[src/rtl/mem_arbiter_pkg.sv]
// mem_arbiter_pkg
//   Shared definitions for the memory arbiter slice. It holds the default
//   address and data widths, the port identifiers used by the round-robin
//   arbiter, and the encoding of the response FSM states.
package mem_arbiter_pkg;

    localparam int unsigned ADDR_W_DEF = 10;
    localparam int unsigned DATA_W_DEF = 32;

    // Port identifiers stored in the arbiter's last_winner register.
    localparam logic PORT_IF = 1'b0;
    localparam logic PORT_D  = 1'b1;

    // Each state records the access that was issued to the RAM in the
    // previous cycle.
    typedef enum logic [1:0] {
        ST_IDLE  = 2'd0,
        ST_IF_RD = 2'd1,
        ST_D_RD  = 2'd2,
        ST_D_WR  = 2'd3
    } resp_state_t;

endpackage

[src/rtl/mem_arbiter_rr_arb2.sv]
// rr_arb2
//   Two-way round-robin arbiter between the fetch port and the data port.
//   A lone request is granted in the cycle it is raised. When both ports
//   request together, the port that was not granted most recently wins.
//   The last_winner register changes only in a cycle that issues a grant.
//   No grant is issued while reset is high.
// Ports
//   clk     : clock, rising edge
//   reset   : asynchronous, active-high reset
//   req_if  : fetch port request
//   req_d   : data port request
//   gnt_if  : fetch port granted this cycle
//   gnt_d   : data port granted this cycle
import mem_arbiter_pkg::*;

module rr_arb2 (
    input  logic clk,
    input  logic reset,
    input  logic req_if,
    input  logic req_d,
    output logic gnt_if,
    output logic gnt_d
);

    logic last_winner;

    always_comb begin
        gnt_if = 1'b0;
        gnt_d  = 1'b0;
        if (!reset) begin
            if (req_if && req_d) begin
                // Contention: whoever did not win last time goes first.
                if (last_winner == PORT_D) begin
                    gnt_if = 1'b1;
                end else begin
                    gnt_d = 1'b1;
                end
            end else begin
                gnt_if = req_if;
                gnt_d  = req_d;
            end
        end
    end

    // Reset value PORT_D means fetch wins the first contention.
    always_ff @(posedge clk or posedge reset) begin
        if (reset) begin
            last_winner <= PORT_D;
        end else if (gnt_if) begin
            last_winner <= PORT_IF;
        end else if (gnt_d) begin
            last_winner <= PORT_D;
        end
    end

endmodule

[src/rtl/mem_arbiter.sv]
// mem_arbiter
//   Shares one synchronous single-port RAM (1-cycle read latency) between an
//   instruction-fetch read port and a data read/write port. It issues at
//   most one RAM access per cycle. The grant is combinational from the
//   requests and the round-robin state, and the RAM is driven in the same
//   cycle. Read data returns on the granted port exactly one cycle after the
//   grant. Between reads, each port's rdata holds its last valid value.
// Ports
//   clk, reset                 : clock (rising edge), async active-high reset
//   if_req, if_addr            : fetch read request and word address
//   if_gnt                     : fetch request accepted this cycle
//   if_rvalid, if_rdata        : fetch read response
//   d_req, d_we, d_addr,
//   d_wdata                    : data request, write enable, address, write data
//   d_gnt                      : data request accepted this cycle
//   d_rvalid, d_rdata          : data read response
//   mem_en, mem_we, mem_addr,
//   mem_wdata, mem_rdata       : single-port RAM interface
import mem_arbiter_pkg::*;

module mem_arbiter #(
    parameter int unsigned ADDR_W = ADDR_W_DEF,
    parameter int unsigned DATA_W = DATA_W_DEF
) (
    input  logic              clk,
    input  logic              reset,

    input  logic              if_req,
    input  logic [ADDR_W-1:0] if_addr,
    output logic              if_gnt,
    output logic              if_rvalid,
    output logic [DATA_W-1:0] if_rdata,

    input  logic              d_req,
    input  logic              d_we,
    input  logic [ADDR_W-1:0] d_addr,
    input  logic [DATA_W-1:0] d_wdata,
    output logic              d_gnt,
    output logic              d_rvalid,
    output logic [DATA_W-1:0] d_rdata,

    output logic              mem_en,
    output logic              mem_we,
    output logic [ADDR_W-1:0] mem_addr,
    output logic [DATA_W-1:0] mem_wdata,
    input  logic [DATA_W-1:0] mem_rdata
);

    resp_state_t       state;
    resp_state_t       state_next;
    logic [DATA_W-1:0] if_rdata_q;
    logic [DATA_W-1:0] d_rdata_q;

    rr_arb2 u_arb (
        .clk    (clk),
        .reset  (reset),
        .req_if (if_req),
        .req_d  (d_req),
        .gnt_if (if_gnt),
        .gnt_d  (d_gnt)
    );

    // RAM drive: every field is zero when no grant is issued.
    always_comb begin
        mem_en    = 1'b0;
        mem_we    = 1'b0;
        mem_addr  = '0;
        mem_wdata = '0;
        if (if_gnt) begin
            mem_en   = 1'b1;
            mem_addr = if_addr;
        end else if (d_gnt) begin
            mem_en   = 1'b1;
            mem_addr = d_addr;
            if (d_we) begin
                mem_we    = 1'b1;
                mem_wdata = d_wdata;
            end
        end
    end

    // The next state records this cycle's access, so the response for a read
    // granted now is presented in the following cycle.
    always_comb begin
        state_next = ST_IDLE;
        if (if_gnt) begin
            state_next = ST_IF_RD;
        end else if (d_gnt) begin
            state_next = d_we ? ST_D_WR : ST_D_RD;
        end
    end

    // Reset forces IDLE, which also drops any read still in flight.
    always_ff @(posedge clk or posedge reset) begin
        if (reset) begin
            state <= ST_IDLE;
        end else begin
            state <= state_next;
        end
    end

    // The hold registers capture the RAM output during the valid cycle. The
    // outputs pass mem_rdata straight through during that cycle and show the
    // held copy afterwards.
    always_ff @(posedge clk or posedge reset) begin
        if (reset) begin
            if_rdata_q <= '0;
            d_rdata_q  <= '0;
        end else begin
            if (state == ST_IF_RD) begin
                if_rdata_q <= mem_rdata;
            end
            if (state == ST_D_RD) begin
                d_rdata_q <= mem_rdata;
            end
        end
    end

    always_comb begin
        if_rvalid = (state == ST_IF_RD);
        d_rvalid  = (state == ST_D_RD);
        if_rdata  = if_rvalid ? mem_rdata : if_rdata_q;
        d_rdata   = d_rvalid  ? mem_rdata : d_rdata_q;
    end

endmodule

[config.mk]
export PLATFORM = sky130hd
export DESIGN_NAME = mem_arbiter
export DESIGN_NICKNAME = d
export VERILOG_FILES = /design/src/rtl/mem_arbiter_pkg.sv /design/src/rtl/mem_arbiter_rr_arb2.sv /design/src/rtl/mem_arbiter.sv
export SDC_FILE = /design/constraint.sdc
export NUM_CORES = 1
export LEC_CHECK = 0
export BUFFER_PORTS_ARGS = -buffer_cell sky130_fd_sc_hd__buf_2
export CAP_MARGIN = 5
export CORE_UTILIZATION = 30
export DETAILED_ROUTE_END_ITERATION = 10
export MAX_ROUTING_LAYER = met4
export SETUP_SLACK_MARGIN = 0.5
export SYNTH_ARGS = -nofsm -noshare
export SYNTH_HDL_FRONTEND = slang
export SYNTH_SLANG_ARGS = --single-unit
[constraint.sdc]
create_clock -name clk -period 2.8 [get_ports clk]
set_clock_uncertainty 0.15 [all_clocks]
set_input_delay 0.14 -clock clk [delete_from_list [all_inputs] [get_ports clk]]
set_output_delay 0.14 -clock clk [all_outputs]
set_load 0.02 [all_outputs]
==> metrics, run 1 <==
clock sink total 67; htree depth 3; Initial DRT Pass Iterations 4; Netlist cell types 20; Area contributors post-synth dfrtp_1 56%, mux2_2 25%, and2_1 7.3%; largest net degree at the start of global routing 41; Die W 101 um; Buffers & Inverters on Critical Path 2; CP required 2510 ps; die area 0.0102 mm2; ys async rst share 1.00; Core Region 0.00933 mm2; CP cell instances nor2b_4 -> buf_4 -> mux2_2 -> buf_2; row count 35; vias per cell 4.37; Die Y 101 um; ys flop type dfrtp_1; Synth-to-Final Area Change 56.7%; Largest delay share family, worst path buffers and inverters; number of global-route vias before repair 2620; Overall Power 3.18 mW; Root Driver clkbuf_8; max_slew headroom 0.586; count leader, synth dfrtp_1; non-filler cells in the finished layout 583; # DRC 0; port bufs 200; Pleak 2.34 nW; Syn Area/Cell 13.6 um2; initial antenna violation count 0; dpl ws 849 ps; ant diodes 0; Worst EP arrival 1870 ps; critical path fanouts, max 33; post-DP HPWL 5660 um; Peak supply drop 0.257 mV; per-cell routed wire length 13.3 um; run status complete, no violations; Mapped Cells 215; Setup TNS 0 ps; Critical Path Start Type register; most frequent cells after synthesis 66 x dfrtp_1, 64 x mux2_2, 34 x and2_1, 13 x nor2_1, 10 x a32oi_1; Worst setup EP type output pin; Post-synth EDFFs 0; fin. max-slew vios 0; post-layout util 0.492; mapped cell area 0.00293 mm2; I/O pin total 201; FF+latch count, synth 67; Reg clk slew, reported paths 70 ps; pwr dens 694 mW/mm2; Final nets 538; share of the synthesized area in the top cell type 0.564; Syn Nets 304; max frequency 464 MHz; fillers 858; sequential-to-total area share from yosys stat 0.573; drt total wl 7770 um; Starting Density 0.314; placed instance count 532; Yosys warnings 0; Final Hold Viols 0; reg2reg setup slack 1170 ps; vias post-DR 2547; global route total overflow 0; Finish-stage setup viols 0; clock buffer depth 2; first-pass GRT wire length 12400 um; Crit-path slowest cell dfrtp_1; routability cong. 0.805; Worst path max stage delay 430 ps; post-synth top area cell dfrtp_1; minimum clock period after layout 2160 ps; clock insertion delay at the later pin of the skew report 330 ps; Max-Cap Viols 0; starting DRC count in detailed routing 51; CP Class reg2out; fraction of layout cells with a size suffix above 1 0.637; GRT Total Usage 0.163; Final WS setup 645 ps; ANT nets after route 0; Hold WC Path Type in2reg; total clock buffers created by CTS 9; Tcrit/Tclk final 0.770; Slew @ Worst Pin 620 ps; unrepaired setup endpoints after global routing false; TritonCTS clock tree done
-- cell type report --
cell class	count	area, um2	share of cell area
Tap cell	129	161	0.0352
Clock buffer	10	138	0.0300
Timing Repair Buffer	237	1380	0.301
Sequential cell	67	1680	0.366
Inverter	2	7.51	0.00164
Clock inverter	6	63.8	0.0139
Multi-Input combinational cell	132	1160	0.253
-- state kept, by name (all words and copies together) (netlist names) --
signal,flops
d_rdata_q,32
if_rdata_q,32
state,2
u_arb.last_winner,1
-- placed cells by master (no fill, tap or decap), types with 3 or more instances in the layout --
master / n
buf_2: 200
dfrtp_1: 66
mux2_2: 64
dlygate4sd3_1: 35
and2_1: 34
nor2_1: 13
a32oi_1: 10
clkbuf_8: 10
nand2_1: 3
-- kinds of logic (layout without fill, tap and decap cells) --
family	count (synthesis)	in the layout	synth area share
DFF	67	67	0.573
AOI/OAI and AO/OA	13	13	0.0385
muxes	64	64	0.246
and+or+nand+nor	55	55	0.106
buffers and inverters	16	255	0.0355
-- final timing paths --
| path | from | to | depth (start not counted) |
|---|---|---|---|
| min in group asynchronous | reset | if_rdata_q[11] | 3 |
| worst min-delay path | if_req | state[0] | 3 |
| worst max-delay path | state[1] | if_rdata[7] | 4 |
| worst max register to register | state[1] | if_rdata_q[4] | 3 |
| worst min register to register | if_rdata_q[18] | if_rdata_q[18] | 1 |
| max in group asynchronous | reset | if_rdata_q[22] | 4 |
-- worst register-to-register path, delay by kind of cell, from the launching register on --
family,cells,cell delay (ps)
flip-flops,1,430
multiplexers,1,430
buffers and inverters,1,390
AND/OR/NAND/NOR,1,120
-- where the power goes --
| group | leakage (nW) | total [mW] | switching (mW) | internal [mW] |
|---|---|---|---|---|
| logic | 1.46 | 1.12 | 0.654 | 0.465 |
| registers | 0.785 | 1.25 | 0.0561 | 1.20 |
| clock network | 0.0987 | 0.809 | 0.374 | 0.435 |
-- routing by layer --
metal  global-route usage  share of wire  wire length (um)
met4               0.0546         0.0093                72
met5                    -              0                 0
met3               0.0409          0.070               541
met2                0.281           0.51              3970
met1                0.185           0.41              3180
-- through the flow --
stage / area, um2 / hold slack (ps)
6_report: 4590 / 65.2
5_1_grt: 4590 / 70.2
4_1_cts: 4590 / 32.9
3_5_place_dp: 4030 / 255
3_3_place_gp: 4030 / 244
2_1_floorplan: 2930 / 53.1
-- what timing repair did --
item / in CTS / in global routing
hold endpoints to repair: 91 / 0
buffers inserted: 0 / 0
gates resized for setup: 1 / 0
hold buffers: 35 / 0
endpoints found under the setup margin: 32 / 0
(Power assumes the default switching activity.)
==> run 2: changes to the inputs <==
==> constraint.sdc (replaced) <==
create_clock -name clk -period 1.97 [get_ports clk]
set_clock_uncertainty 0.15 [all_clocks]
set_input_delay 0.0985 -clock clk [delete_from_list [all_inputs] [get_ports clk]]
set_output_delay 0.0985 -clock clk [all_outputs]
set_load 0.02 [all_outputs]
==> run 2 against run 1 <==
Against the previous run:
- clock power up 57%
- wire length up 21%
- sequential power up 43%
- cell count up 2.2%
- combinational power up 67%
- worst setup slack got worse by 580 ps
- critical path depth unchanged
- clock-buffer cell count shrank 1
- first-iteration DRC count decreased by 3.9%
- non-clock buffer count up 8
- total power increased by 55%
- sequential cell count unchanged
- critical endpoint is now if_rdata[14]
==> metrics, run 2 (synthesized netlist as in run 1, its figures left out) <==
run status complete, no violations; Die Y 101 um (unchanged); fraction of layout cells with a size suffix above 1 0.758 (+0.121); vias post-DR 2713 (+6.5%); Starting Density 0.314 (unchanged); Crit-path slowest cell dfrtp_1; fin. max-slew vios 0 (unchanged); CP Class reg2out; total clock buffers created by CTS 9 (unchanged); largest net degree at the start of global routing 67 (+63%); most common library cell in the layout ignoring fill and taps buf_2; Peak supply drop 0.556 mV (+120%); global route total overflow 0 (unchanged); Tcrit/Tclk final 0.967; dpl ws 371 ps (-478 ps); TritonCTS clock tree done; number of global-route vias before repair 2885 (+10%); port bufs 200 (unchanged); clock buffer depth 2 (unchanged); Largest regs d_rdata_q: 32 flops, if_rdata_q: 32 flops, state: 2 flops; GRT Total Usage 0.191 (+0.0279); Root Driver clkbuf_8; Initial DRT Pass Iterations 3 (-1); Final nets 551 (+2.4%); minimum clock period after layout 1910 ps; Final Hold Viols 0 (unchanged); ANT nets after route 0 (unchanged); clock sink total 67 (unchanged); Setup crit end if_rdata[14]; Core Region 0.00933 mm2 (unchanged); clock insertion delay at the later pin of the skew report 330 ps (about the same); htree depth 3 (unchanged); Buffers & Inverters on Critical Path 2 (unchanged); Slew @ Worst Pin 384 ps (-236 ps); design area 0.00535 mm2 (+17%); Pleak 2.59 nW (+11%); metal2 WL 5160 um (+30%); # DRC 0 (unchanged); Max-Cap Viols 0 (unchanged); highest-count cells in the layout ignoring fill and taps 140 x buf_2, 66 x dfrtp_1, 57 x mux2_2; reg2reg start state[1]; Critical Path Start Type register; die area 0.0102 mm2 (unchanged); uppermost layer routed met4; Met3 Wirelength 528 um (-2.4%); Metal-1 WL 3470 um (+9.2%); Worst EP arrival 1660 ps (-210 ps); reg2reg setup slack 540 ps (-630 ps); unrepaired setup endpoints after global routing true; final hold slack 74.2 ps (+8.93 ps); Reg clk slew, reported paths 70 ps (about the same); Hold WC Path Type in2reg; critical path fanouts, max 19 (-42%); routability cong. 0.814 (+1.2%); Final WS setup 64.4 ps (-580 ps); Synth-to-Final Area Change 82.9%; I/O pin total 201 (unchanged); Largest delay share family, worst path flip-flops; Worst setup EP type output pin; pwr dens 921 mW/mm2 (+33%); CP cell instances nor2b_4 -> buf_12 -> mux2_2 -> buf_2; ant diodes 0 (unchanged); CP Launch Point state[1]; Finish-stage setup viols 0 (unchanged); max_slew headroom 0.743 (+0.158); worst r2r path cells 3 (unchanged); row count 35 (unchanged); first-pass GRT wire length 14200 um (+14%); max frequency 525 MHz; initial antenna violation count 0 (unchanged); post-DP HPWL 6110 um (+7.9%); Levels on crit path 4 (unchanged); drt total wl 9410 um (+21%); vias per cell 4.55 (+4.2%); r2r endpoint if_rdata_q[30]; Overall Power 4.93 mW (+55%); Worst path max stage delay 420 ps (about the same); Die W 101 um (unchanged); CP required 1720 ps (-790 ps); per-cell routed wire length 15.8 um (+18%); DP Area 0.00409 mm2 (+1.4%); starting DRC count in detailed routing 49 (-3.9%)
run 2: worst min-delay path by stage:
| stage | startpoint | endpoint | slack, ps | cells past startpoint |
|---|---|---|---|---|
| after floorplan | reset | state[0] | 10 | 1 |
| after global placement | mem_rdata[16] | if_rdata_q[16] | 210 | 2 |
| after detailed placement | mem_rdata[22] | d_rdata_q[22] | 210 | 2 |
| after CTS | if_req | state[0] | 30 | 3 |
| after global routing | reset | state[0] | 90 | 3 |
| final | reset | state[0] | 70 | 3 |
run 2: area by class of cell:
| class | instances | area, um2 |
|---|---|---|
| Sequential cell | 67 | 1680 |
| Inverter | 2 | 11.3 |
| Timing Repair Buffer | 245 | 1850 |
| Multi-Input combinational cell | 137 | 1430 |
| Fill cell | 790 | 3980 |
| Tap cell | 129 | 161 |
| Clock buffer | 9 | 124 |
| Clock inverter | 7 | 98.8 |
run 2: stage by stage:
step / instances / util / TNS [ps]
after floorplan: 215 / - / 0
after global placement: 536 / 0.438 / 0
after detailed placement: 536 / 0.438 / 0
after CTS: 596 / 0.550 / 0
after global routing: 596 / 0.574 / -46.4
final: 596 / 0.574 / 0
run 2: worst min-delay path: stages:
cell and delay (ps):
buf_2 90, buf_4 220, a21oi_1 90
run 2: repair_timing:
item	in CTS	in global routing
endpoints found under the hold margin	134	0
endpoints found under the setup margin	115	112
setup buffers	3	0
hold buffers	36	0
gates cloned	5	0
pin swaps	32	3
resized for setup	123	60
run 2: power breakdown:
group	switching [mW]	leakage [nW]	internal (mW)
clock	0.547	0.110	0.721
combinational	1.01	1.70	0.866
sequential	0.0864	0.785	1.70
total	1.64	2.59	3.29
run 2: layer usage:
metal | up-vias | global-route usage
li1 | 1243 | -
met1 | 1329 | 0.199
met2 | 124 | 0.345
met3 | 17 | 0.0430
met4 | 0 | 0.0814
met5 | - | -
